==> config.mk <==
export PLATFORM = sky130hd
export DESIGN_NAME = layer_sequencer
export DESIGN_NICKNAME = d
export VERILOG_FILES = /design/src/rtl/layer_sequencer.sv
export SDC_FILE = /design/constraint.sdc
export NUM_CORES = 1
export LEC_CHECK = 0
export BUFFER_PORTS_ARGS = -buffer_cell sky130_fd_sc_hd__buf_2
export CAP_MARGIN = 25
export CORE_AREA = 5 5 151 81
export DETAILED_ROUTE_END_ITERATION = 8
export DIE_AREA = 0 0 156 86
export PLACE_DENSITY = 0.74
export SLEW_MARGIN = 25
export SYNTH_ARGS = -nofsm -noshare
export SYNTH_HDL_FRONTEND = slang
export SYNTH_SLANG_ARGS = --single-unit
==> constraint.sdc <==
create_clock -name i_clk -period 9.8 [get_ports i_clk]
set_input_delay 0 -clock i_clk [delete_from_list [all_inputs] [get_ports i_clk]]
set_output_delay 0 -clock i_clk [all_outputs]
set_load 0.01 [all_outputs]
==> src/rtl/layer_sequencer.sv <==
// layer_sequencer
//   Runs one serial signed MAC over a whole dense layer (N_OUT neurons x N_IN
//   inputs). For each neuron j: read bias j, stream N_IN input/weight pairs,
//   accumulate at full precision, saturate to RES bits, optionally ReLU, then
//   write the result to the output buffer at address j.
// Ports
//   i_clk, i_reset        clock, asynchronous active-low reset
//   i_start, i_abort      run request (IDLE only) / synchronous abort
//   o_busy, o_done        handshake; o_done is a one-cycle pulse at layer end
//   o_in_addr, i_in_data  layer input buffer (1-cycle read latency)
//   o_w_addr, i_w_data    weight ROM, address j*N_IN+k (1-cycle latency)
//   o_b_addr, i_b_data    bias ROM, address j (1-cycle latency)
//   o_out_we/addr/data    next-layer input buffer write port
module layer_sequencer #(
    parameter  int N_IN     = 16,
    parameter  int N_OUT    = 10,
    parameter  int RES      = 8,
    parameter  int ACT_RELU = 0,
    localparam int IAW      = $clog2(N_IN),
    localparam int WAW      = $clog2(N_IN * N_OUT),
    localparam int BAW      = (N_OUT > 1) ? $clog2(N_OUT) : 1
) (
    input  logic           i_clk,
    input  logic           i_reset,
    input  logic           i_start,
    input  logic           i_abort,
    output logic           o_busy,
    output logic           o_done,
    output logic [IAW-1:0] o_in_addr,
    input  logic [RES-1:0] i_in_data,
    output logic [WAW-1:0] o_w_addr,
    input  logic [RES-1:0] i_w_data,
    output logic [BAW-1:0] o_b_addr,
    input  logic [RES-1:0] i_b_data,
    output logic           o_out_we,
    output logic [BAW-1:0] o_out_addr,
    output logic [RES-1:0] o_out_data
);
    localparam int KW   = $clog2(N_IN + 1);
    localparam int ACCW = 2 * RES + $clog2(N_IN) + 1;

    // Saturation bounds expressed at accumulator width, and at output width.
    localparam logic signed [ACCW-1:0] ACC_MAX = {{(ACCW-RES+1){1'b0}}, {(RES-1){1'b1}}};
    localparam logic signed [ACCW-1:0] ACC_MIN = {{(ACCW-RES+1){1'b1}}, {(RES-1){1'b0}}};
    localparam logic [RES-1:0]         OUT_MAX = {1'b0, {(RES-1){1'b1}}};
    localparam logic [RES-1:0]         OUT_MIN = {1'b1, {(RES-1){1'b0}}};

    typedef enum logic [2:0] {S_IDLE, S_LOAD, S_MAC, S_WRITE, S_DONE} state_t;

    state_t                 r_state, w_state_nxt;
    logic [BAW-1:0]         r_j;
    logic [KW-1:0]          r_k;
    logic [WAW-1:0]         r_wbase;   // j*N_IN kept incrementally, avoids a multiplier
    logic signed [ACCW-1:0] r_acc;

    logic                   w_last;
    logic signed [2*RES-1:0] w_in_x, w_wt_x, w_prod;
    logic signed [ACCW-1:0] w_prod_x, w_bias_x;
    logic [RES-1:0]         w_sat, w_f;

    assign w_last = (r_j == BAW'(N_OUT - 1));

    // Operands widened to 2*RES first; the exact product always fits in 2*RES.
    assign w_in_x   = {{RES{i_in_data[RES-1]}}, i_in_data};
    assign w_wt_x   = {{RES{i_w_data[RES-1]}}, i_w_data};
    assign w_prod   = w_in_x * w_wt_x;
    assign w_prod_x = {{(ACCW-2*RES){w_prod[2*RES-1]}}, w_prod};
    assign w_bias_x = {{(ACCW-RES){i_b_data[RES-1]}}, i_b_data};

    always_comb begin
        if (r_acc > ACC_MAX)      w_sat = OUT_MAX;
        else if (r_acc < ACC_MIN) w_sat = OUT_MIN;
        else                      w_sat = r_acc[RES-1:0];
        w_f = ((ACT_RELU != 0) && w_sat[RES-1]) ? '0 : w_sat;
    end

    always_ff @(posedge i_clk or negedge i_reset) begin
        if (!i_reset) r_state <= S_IDLE;
        else          r_state <= w_state_nxt;
    end

    always_comb begin
        w_state_nxt = r_state;
        o_in_addr   = '0;
        o_w_addr    = '0;
        o_b_addr    = '0;
        o_out_we    = 1'b0;
        o_out_addr  = '0;
        o_out_data  = '0;
        o_done      = 1'b0;
        o_busy      = (r_state != S_IDLE);
        case (r_state)
            S_IDLE:  if (i_start) w_state_nxt = S_LOAD;
            S_LOAD: begin
                o_b_addr    = r_j;
                w_state_nxt = S_MAC;
            end
            S_MAC: begin
                // k=0..N_IN-1 issue reads; data lands one cycle later (k=1..N_IN)
                if (r_k < KW'(N_IN)) begin
                    o_in_addr = IAW'(r_k);
                    o_w_addr  = r_wbase + WAW'(r_k);
                end
                if (r_k == KW'(N_IN)) w_state_nxt = S_WRITE;
            end
            S_WRITE: begin
                o_out_we    = 1'b1;
                o_out_addr  = r_j;
                o_out_data  = w_f;
                w_state_nxt = w_last ? S_DONE : S_LOAD;
            end
            S_DONE: begin
                o_done      = 1'b1;
                w_state_nxt = S_IDLE;
            end
            default: w_state_nxt = S_IDLE;
        endcase
        // Abort beats everything, including a start in IDLE, and cancels the
        // write/done of the cycle it arrives in.
        if (i_abort) begin
            w_state_nxt = S_IDLE;
            o_out_we    = 1'b0;
            o_done      = 1'b0;
        end
    end

    always_ff @(posedge i_clk or negedge i_reset) begin
        if (!i_reset) begin
            r_j     <= '0;
            r_k     <= '0;
            r_wbase <= '0;
            r_acc   <= '0;
        end else begin
            case (r_state)
                S_IDLE: begin
                    r_j     <= '0;
                    r_wbase <= '0;
                end
                S_LOAD:  r_k <= '0;
                S_MAC: begin
                    r_k <= r_k + 1'b1;
                    if (r_k == '0) r_acc <= w_bias_x;
                    else           r_acc <= r_acc + w_prod_x;
                end
                S_WRITE: begin
                    if (!w_last) begin
                        r_j     <= r_j + 1'b1;
                        r_wbase <= r_wbase + WAW'(N_IN);
                    end
                end
                default: ;
            endcase
        end
    end
endmodule

==> flow_metrics.tcl, run 1 <==
set metrics [dict create \
    clock_latency_ns 0.28 \
    post_cts_resized 0 \
    grt_max_degree 38 \
    drive_above_1_share 0.119 \
    die_area_sq_mm 0.0134 \
    grt_pass1_vias 4564 \
    yosysSeqAreaShare 0.161 \
    finalSetupTns_ns 0 \
    cts_buffers 5 \
    fill_cells 917 \
    via_per_inst 5.52 \
    cp_max_fo 14 \
    gr-usage-all-layers 0.212 \
    area_growth_pct 11.9 \
    ctsHtreeMaxLevel 2 \
    fin_nets 862 \
    post_synth_num_cell_types 59 \
    clockBufferDepth 2 \
    reg2reg_to "r_acc[20]$_DFFE_PN0P_" \
    status "completed" \
    grt_overflow 0 \
    finClkSkew_ns 0.0109 \
    num_antenna_cells 0 \
    routed.top_layer "met4" \
    crit_start "i_w_data[0]" \
    clk_root_buffer_cell "clkbuf_16" \
    dr_wl_met3_um 989 \
    tritoncts "done" \
    drc 0 \
    synthTopCellsByCount "99 x inv_1, 92 x fa_1, 57 x nand2_1" \
    critPathCapture "r_acc[20]$_DFFE_PN0P_" \
    endpoint_kind "flip-flop" \
    rsz0062_at_grt "false" \
    wire_per_inst_um 16.4 \
    start_kind "input pin" \
    port_buffers 58 \
    r2r_setup_slack_ns 5.05 \
    wl_met2_um 5850 \
    core_area_sq_mm 0.0107 \
    worstMarginPinSlew_ns 0.878 \
    path_clk_slew_ns 0.06 \
    drtAntennaViolNets 0 \
    holdBufCountCts 7 \
    antenna_found_initial 0 \
    syn_area_per_cell_sq_um 9.21 \
    wl_um 13600 \
    synth_area_sq_mm 0.00576 \
    period_needed_ns 4.93 \
    synth_nets 799 \
    start_util 0.538 \
    yosysWarnings 0 \
    die_h_um 86 \
    synth_top_area_frac 0.320 \
    yosysMostFrequentCell "inv_1" \
    post-synth-top-area-cell "fa_1" \
    post_cts_buffers 0 \
    ys_ff_latch 37 \
    grt_pass1_wl_um 23100 \
    drt_iter0_drc 370 \
    synthCells 625 \
    first_pass_iters 5 \
    wl_met1_um 6740 \
    min_period_over_period 0.503 \
    num_rows 27 \
    worstPathRequired_ns 9.94 \
    slew_headroom 0.414 \
    ys.flop_type "dfrtp_1" \
    worstSetupPathType "input pin to flip-flop" \
    max_freq_mhz 203 \
    synth_edf_count 0 \
    maxSlewViolCount 0 \
    clock_sink_count 37 \
    setup_viol_count_final 0 \
    die_w_um 156 \
    place.gp.congestion 0.983 \
    hpwl_um 11500 \
    hold_path_class "input pin to flip-flop" \
    hold_violations 0 \
    num_vias 4605 \
    crit_arrival_ns 5.08 \
    cap_violations 0 \
    async_reset_ff_frac 1.00 \
    num_io_pins 59 \
    r2r_cells 15 \
    synth_area_leaders "fa_1 32%, dfrtp_1 16%, ha_1 12%" \
    reg2reg_from "r_acc[4]$_DFFE_PN0P_" \
]
-- through the flow --
stage	setup slack, ns	util	hold WS [ns]	instance area (sq um)	instances
after CTS	4.84	0.602	0.0359	6440	834
after global routing	4.64	0.602	0.0531	6440	834
after floorplan	5.12	-	-0.296	5760	625
after detailed placement	4.56	0.579	0.146	6200	819
final	4.87	0.602	0.0328	6440	834
after global placement	4.69	0.579	0.153	6200	819
-- worst min path at each step --
stage,slack [ns],cells past startpoint,end,startpoint
after detailed placement,0.15,1,r_j[3]$_DFFE_PN0P_,i_reset
after floorplan,-0.30,0,r_acc[0]$_DFFE_PN0P_,i_reset
after global placement,0.15,1,r_j[3]$_DFFE_PN0P_,i_reset
final,0.03,3,r_state[1]$_DFFE_PN0P_,i_start
after global routing,0.05,3,r_acc[6]$_DFFE_PN0P_,i_b_data[6]
after CTS,0.04,3,r_acc[6]$_DFFE_PN0P_,i_b_data[6]
-- flip-flops by register name, summed over array words and instances, names as in the netlist --
signal,cells
r_acc,21
r_k,5
r_j,4
r_wbase,4
r_state,3
-- cell families (layout without fill, tap and decap cells) --
kind of cell | count (synthesis) | in the layout | share of synthesized area
compound gates | 94 | 94 | 0.105
simple gates | 213 | 213 | 0.183
xor+xnor | 20 | 20 | 0.0354
fa+ha+maj | 146 | 146 | 0.437
mux | 3 | 3 | 0.00522
flops | 37 | 37 | 0.161
buf+inv | 112 | 176 | 0.0739
-- metal layers --
| layer | track usage | vias to the layer above |
|---|---|---|
| met5 | 0 | - |
| met2 | 0.312 | 158 |
| met1 | 0.337 | 2284 |
| li1 | - | 2155 |
| met4 | 0.0183 | 0 |
| met3 | 0.0393 | 8 |
-- cell usage in the layout (no fill, tap or decap), drive strengths merged, types with 2 or more instances in the layout --
cell type / count
xor2: 5
mux2i: 3
o211ai: 2
ha: 54
o21a: 3
a211oi: 5
a31oi: 8
nor4: 2
nand4: 4
inv: 101
clkinv: 2
fa: 92
o21ai: 27
nand2b: 2
nor2: 53
and2: 49
nand2: 58
or3: 4
nor4b: 2
dlygate4sd3: 7
o22ai: 2
nor3b: 3
dfrtp: 37
o21bai: 4
nor3: 16
a21oi: 25
o22a: 2
nand3: 14
a2111oi: 2
xnor2: 14
buf: 60
a21o: 4
clkbuf: 5
a41oi: 2
nand3b: 2
-- final cells by class --
cell class | count | area (sq um) | area share
multi-input combinational | 476 | 4410 | 0.685
sequential | 37 | 926 | 0.144
inverter | 101 | 379 | 0.0588
timing repair buffer | 67 | 375 | 0.0583
tap | 145 | 181 | 0.0282
clock buffer | 5 | 125 | 0.0194
clock inverter | 3 | 43.8 | 0.00680
-- critical path: stages --
cell and delay (ns):
buf_2 0.18, and2_1 0.65, inv_1 0.15, fa_1 0.53, inv_1 0.05, fa_1 0.52
fa_1 0.44, fa_1 0.57, fa_1 0.42, ha_1 0.35, o21ai_1 0.27, o211ai_2 0.18
a2111oi_2 0.32, nor2_1 0.13, a31oi_1 0.18, o311ai_1 0.13
Power of run 1 is left out: the tool's default activity adds up to more than one toggle a clock period on the data nets, which glitch-free logic cannot reach.
==> inputs of run 2 (changes only) <==
Settings changed: ABC_AREA set to 1, CORE_AREA 5 5 151 81 to 5 5 154 82, DIE_AREA 0 0 156 86 to 0 0 159 87.
Clock period 9.8 ns to 4.9 ns, I/O delays scaled along.
==> run 2 against run 1 <==
Sequential share of layout area down 0.38 points. Global-route usage up 0.21 points. Via count is 6.2% higher. Final area is 2.7% higher. Non-clock buffer count is 8 higher. Critical path depth up 3. Hold slack got worse by 0.029 ns. Critical endpoint is now r_acc[16]$_DFFE_PN0P_. Highest routed layer unchanged.
==> flow_metrics.tcl, run 2 <==
set metrics [dict create \
    start_kind "flip-flop" \
    die_h_um 87 \
    regMostFlops "r_acc" \
    antenna_found_initial 0 \
    crit_arrival_ns 4.59 \
    multi_input_area_sq_mm 0.00425 \
    die_w_um 159 \
    synth_area_leaders "fa_1 31%, dfrtp_1 16%, ha_1 11%" \
    synth_top_area_frac 0.309 \
    clk_root_buffer_cell "clkbuf_16" \
    grt_pass1_wl_um 24200 \
    layout_commonest_cell "inv_1" \
    hold_path_class "input pin to flip-flop" \
    ff_latch_area_sq_um 926 \
    area_growth_pct 11.2 \
    status "completed" \
    hold_violations 0 \
    yosysSeqAreaShare 0.156 \
    drc 0 \
    largest_reg_flops 21 \
    worstPathRequired_ns 5.11 \
    finClkSkew_ns 0.00887 \
    drt_iter0_drc 422 \
    post_dp_cell_area_sq_mm 0.00642 \
    maxSlewViolCount 0 \
    num_vias 4889 \
    period_needed_ns 4.38 \
    grt_pass1_vias 4725 \
    start_util 0.526 \
    crit_start "r_acc[6]$_DFFE_PN0P_" \
    path_clk_slew_ns 0.06 \
    synth_nets 934 \
    final_cell_mix "172 x inv_1, 157 x nand2_1, 92 x fa_1, 71 x nor2_1, 58 x buf_2" \
    wire_per_inst_um 14.5 \
    num_antenna_cells 0 \
    async_reset_ff_frac 1.00 \
    synthCells 760 \
    syn_area_per_cell_sq_um 7.83 \
    gr-usage-all-layers 0.214 \
    rsz0062_at_grt "false" \
    cp_max_fo 7 \
    max_freq_mhz 229 \
    post-synth-top-area-cell "fa_1" \
    core_area_sq_mm 0.0113 \
    crit_chain "inv_1, fa_1, inv_1, fa_1, inv_1, fa_1, inv_1, fa_1, fa_1, ha_1, a21oi_1, nand2_1, nand2_1, nand2_2, inv_2, nor2_1, o21ai_1, nand3_1, a21oi_1" \
    wl_um 14100 \
    first_pass_iters 7 \
    cts_buffers 5 \
    synthTopCellsByCount "172 x inv_1, 157 x nand2_1, 92 x fa_1" \
    via_per_inst 5.04 \
    synth_edf_count 0 \
    clock_sink_count 37 \
    hold_ws_ns 0.00417 \
    setup_viol_count_final 0 \
    worst_path_most_repeated_cell "fa_1" \
    num_io_pins 59 \
    grt_overflow 0 \
    num_rows 28 \
    grt_max_degree 38 \
    fin_nets 994 \
    die_area_sq_mm 0.0138 \
    drtAntennaViolNets 0 \
    ys_ff_latch 37 \
    path_buf_inv 5 \
    yosysMostFrequentCell "inv_1" \
    ys.flop_type "dfrtp_1" \
    worstMarginPinSlew_ns 0.853 \
    fin_util 0.585 \
    crit_slowest_cell "fa_1" \
    cap_violations 0 \
    post_synth_num_cell_types 42 \
    min_period_over_period 0.893 \
    synth_area_sq_mm 0.00595 \
    cp_top_family "adder cells" \
    clock_latency_ns 0.28 \
    max_stage_delay_ns 0.54 \
    drive_above_1_share 0.122 \
    reg2reg_from "r_acc[6]$_DFFE_PN0P_" \
    endpoint_kind "flip-flop" \
    min_from "i_b_data[6]" \
    slew_headroom 0.432 \
    ctsHtreeMaxLevel 2 \
    finalSetupTns_ns 0 \
    tritoncts "done" \
    place.gp.congestion 0.940 \
    yosysWarnings 0 \
    finalInstanceArea_sq_mm 0.00662 \
    reg_top3 "r_acc: 21 flops, r_k: 5 flops" \
    clockBufferDepth 2 \
    worstSetupPathType "flip-flop to flip-flop" \
    fill_cells 1038 \
    hpwl_um 12100 \
    port_buffers 58 \
]
[run 2: through the flow]
stage / setup WS, ns / std cells
floorplan: 0.579 / 760
global route: 0.196 / 970
detailed placement: 0.300 / 958
CTS: 0.533 / 970
global placement: 0.348 / 958
finish: 0.525 / 970
[run 2: final timing paths]
kind / slack [ns] / depth (start not counted) / endpoint
max: 0.52 / 19 / r_acc[16]$_DFFE_PN0P_
min: 0.004 / 3 / r_acc[6]$_DFFE_PN0P_
max reg2reg: 0.52 / 19 / r_acc[16]$_DFFE_PN0P_
min reg2reg: 0.52 / 1 / r_k[3]$_DFFE_PN0P_
max in group asynchronous: 3.97 / 2 / r_acc[9]$_DFFE_PN0P_
min in group asynchronous: 0.40 / 2 / r_acc[4]$_DFFE_PN0P_
[run 2: metal layers]
layer  wire [um]  global-route usage
met1        7580               0.353
met3        1110              0.0473
met4          81              0.0271
met5           0                   0
met2        5320               0.290
[run 2: cell type report]
cell class,count,area share
Multi-Input combinational cell,521,0.642
Timing Repair Buffer,75,0.0650
Tap cell,150,0.0284
Sequential cell,37,0.140
Clock inverter,1,0.00113
Clock buffer,6,0.0210
Inverter,180,0.102
[run 2: tightest hold or removal path, delay by kind of cell]
kind                   cells  cell delay [ns]
AND/OR/NAND/NOR            1             0.06
AO/OA/AOI/OAI              1             0.06
buffers and inverters      1             0.11
[run 2: cell families after synthesis]
| family | Yosys count | synth area share |
|---|---|---|
| buf+inv | 202 | 0.130 |
| xor+xnor | 3 | 0.00442 |
| simple gates | 291 | 0.207 |
| fa+ha+maj | 146 | 0.423 |
| compound gates | 81 | 0.0801 |
| flops | 37 | 0.156 |
[run 2: timing repair]
action,4_1_cts,5_1_grt
hold buffers,5,0
setup buffers,0,0
endpoints found under the hold margin,43,0
resized for setup,0,0
Power of run 2 is left out for the same reason.
==> inputs of run 3 (changes only) <==
--- a/config.mk
+++ b/config.mk
@@ -6,10 +6,9 @@
 export NUM_CORES = 1
 export LEC_CHECK = 0
-export ABC_AREA = 1
 export BUFFER_PORTS_ARGS = -buffer_cell sky130_fd_sc_hd__buf_2
 export CAP_MARGIN = 25
-export CORE_AREA = 5 5 154 82
+export CORE_AREA = 5 5 151 81
 export DETAILED_ROUTE_END_ITERATION = 8
-export DIE_AREA = 0 0 159 87
+export DIE_AREA = 0 0 156 86
 export PLACE_DENSITY = 0.74
 export SLEW_MARGIN = 25
==> constraint.sdc (replaced) <==
create_clock -name i_clk -period 4.9 [get_ports i_clk]
set_input_delay 0.49 -clock i_clk [delete_from_list [all_inputs] [get_ports i_clk]]
set_output_delay 0.49 -clock i_clk [all_outputs]
set_load 0.01 [all_outputs]
==> run 3 against run 2 <==
Critical endpoint is now r_acc[20]$_DFFE_PN0P_. Via count decreased by 2.6%. Global-route usage is 0.73 points higher. Sequential share of layout area is 0.43 points lower. Fmax shrank 7.8%.
==> flow_metrics.tcl, run 3 (same netlist as run 1, synthesis figures left out) <==
set metrics [dict create \
    status "completed" \
    grt_pass1_vias 4710 \
    drive_above_1_share 0.194 \
    path_buf_inv 4 \
    min_period_over_period 0.969 \
    port_buffers 58 \
    hold_violations 0 \
    slew_headroom 0.458 \
    fin_nets 904 \
    clock_latency_ns 0.28 \
    wire_per_inst_um 16.3 \
    hold_path_class "input pin to asynchronous set/reset pin" \
    gr-usage-all-layers 0.221 \
    max_stage_delay_ns 0.54 \
    antenna_found_initial 0 \
    die_h_um 86 \
    grt_pass1_wl_um 23800 \
    start_util 0.538 \
    num_rows 27 \
    fin_cells 876 \
    num_io_pins 59 \
    tritoncts "done" \
    core_area_sq_mm 0.0107 \
    first_pass_iters 6 \
    worstSetupPathType "input pin to flip-flop" \
    largest_reg_flops 21 \
    die_area_sq_mm 0.0134 \
    area_growth_pct 18.6 \
    grt_max_degree 38 \
    clk_root_buffer_cell "clkbuf_16" \
    finalSetupTns_ns 0 \
    worstMarginPinSlew_ns 0.813 \
    crit_arrival_ns 4.88 \
    holdBufCountCts 0 \
    via_per_inst 5.44 \
    setup_viol_count_final 0 \
    maxSlewViolCount 0 \
    period_needed_ns 4.75 \
    num_vias 4762 \
    clockBufferDepth 2 \
    finClkSkew_ns 0.00877 \
    placed_cells 868 \
    hpwl_um 12400 \
    cp_top_family "adder cells" \
    reg_top3 "r_acc: 21 flops, r_k: 5 flops" \
    drt_iter0_drc 355 \
    final_cell_mix "97 x inv_1, 91 x fa_1, 57 x nand2_1, 57 x buf_2, 53 x nor2_1" \
    cts_buffers 5 \
    layout_commonest_cell "inv_1" \
    num_antenna_cells 0 \
    worst_path_most_repeated_cell "fa_1" \
    crit_chain "buf_2, buf_4, and2_1, fa_1, fa_1, inv_1, fa_1, inv_1, fa_1, fa_1, ha_2, o21ai_4, o211ai_2, a2111oi_2, nor2_1, a31oi_1, o311ai_1" \
    crit_slowest_cell "fa_1" \
    ff_latch_area_sq_um 926 \
    worstPathRequired_ns 5.04 \
    ctsHtreeMaxLevel 2 \
    endpoint_kind "flip-flop" \
    cp_max_fo 5 \
    place.gp.congestion 0.976 \
    max_freq_mhz 211 \
    drc 0 \
    drtAntennaViolNets 0 \
    multi_input_area_sq_mm 0.00448 \
    path_clk_slew_ns 0.05 \
    post_cts_buffers 0 \
    clock_sink_count 37 \
    cap_violations 0 \
    start_kind "input pin" \
    die_w_um 156 \
    regMostFlops "r_acc" \
    grt_overflow 0 \
    wl_um 14300 \
    fill_cells 900 \
]
## run 3: cell count changes in the layout (fill, tap and decap cells not counted), moves of 5 or more
| cell | before | now |
|---|---|---|
| a2bb2oi_1 | 6 | 0 |
| a31oi_1 | 1 | 8 |
| and2_1 | 0 | 46 |
| buf_4 | 12 | 50 |
| dlygate4sd3_1 | 5 | 0 |
| inv_1 | 172 | 97 |
| nand2_1 | 157 | 57 |
| nand3_1 | 30 | 14 |
| nor2_1 | 71 | 53 |
| nor3_1 | 8 | 15 |
| or2_2 | 6 | 1 |
| xnor2_1 | 1 | 13 |
## run 3: path summary, 6_finish.rpt
kind | to | from | cells after the start | slack (ns)
setup / recovery | r_acc[20]$_DFFE_PN0P_ | i_w_data[3] | 17 | 0.15
hold / removal | r_j[3]$_DFFE_PN0P_ | i_reset | 1 | 0.31
max in group asynchronous | r_acc[19]$_DFFE_PN0P_ | i_reset | 1 | 4.08
min in group i_clk | r_acc[2]$_DFFE_PN0P_ | i_b_data[2] | 3 | 0.46
hold reg to reg | r_state[2]$_DFFE_PN0P_ | r_j[2]$_DFFE_PN0P_ | 1 | 0.56
setup reg to reg | r_acc[20]$_DFFE_PN0P_ | r_acc[6]$_DFFE_PN0P_ | 16 | 0.23
## run 3: timing repair
action,in CTS,in global routing
setup endpoints to repair,0,7
gates resized for setup,0,13
endpoints found under the hold margin,0,0
## run 3: per-stage QoR
step / hold slack (ns) / utilization / area, sq um / setup WS [ns]
final: 0.310 / 0.638 / 6830 / 0.152
after floorplan: 0.194 / - / 5760 / 0.0384
after global placement: 0.523 / 0.615 / 6590 / -0.103
after detailed placement: 0.538 / 0.615 / 6590 / -0.206
after CTS: 0.333 / 0.632 / 6760 / 0.0517
after global routing: 0.383 / 0.638 / 6830 / -0.00604
## run 3: layout make-up
type | instances | share of cell area
clock buffers | 6 | 0.0203
clock inverters | 2 | 0.00550
inverters | 101 | 0.0555
multi-input cells | 476 | 0.656
flip-flops and latches | 37 | 0.136
well taps | 145 | 0.0266
repair buffers | 109 | 0.101
## run 3: metal layers
layer / track usage / share of wire / vias to the layer above
met3: 0.0433 / 0.081 / 11
met5: 0 / 0 / -
met4: 0.0222 / 0.0059 / 0
li1: - / - / 2244
met2: 0.333 / 0.44 / 151
met1: 0.344 / 0.48 / 2356
Power of run 3 is left out for the same reason.
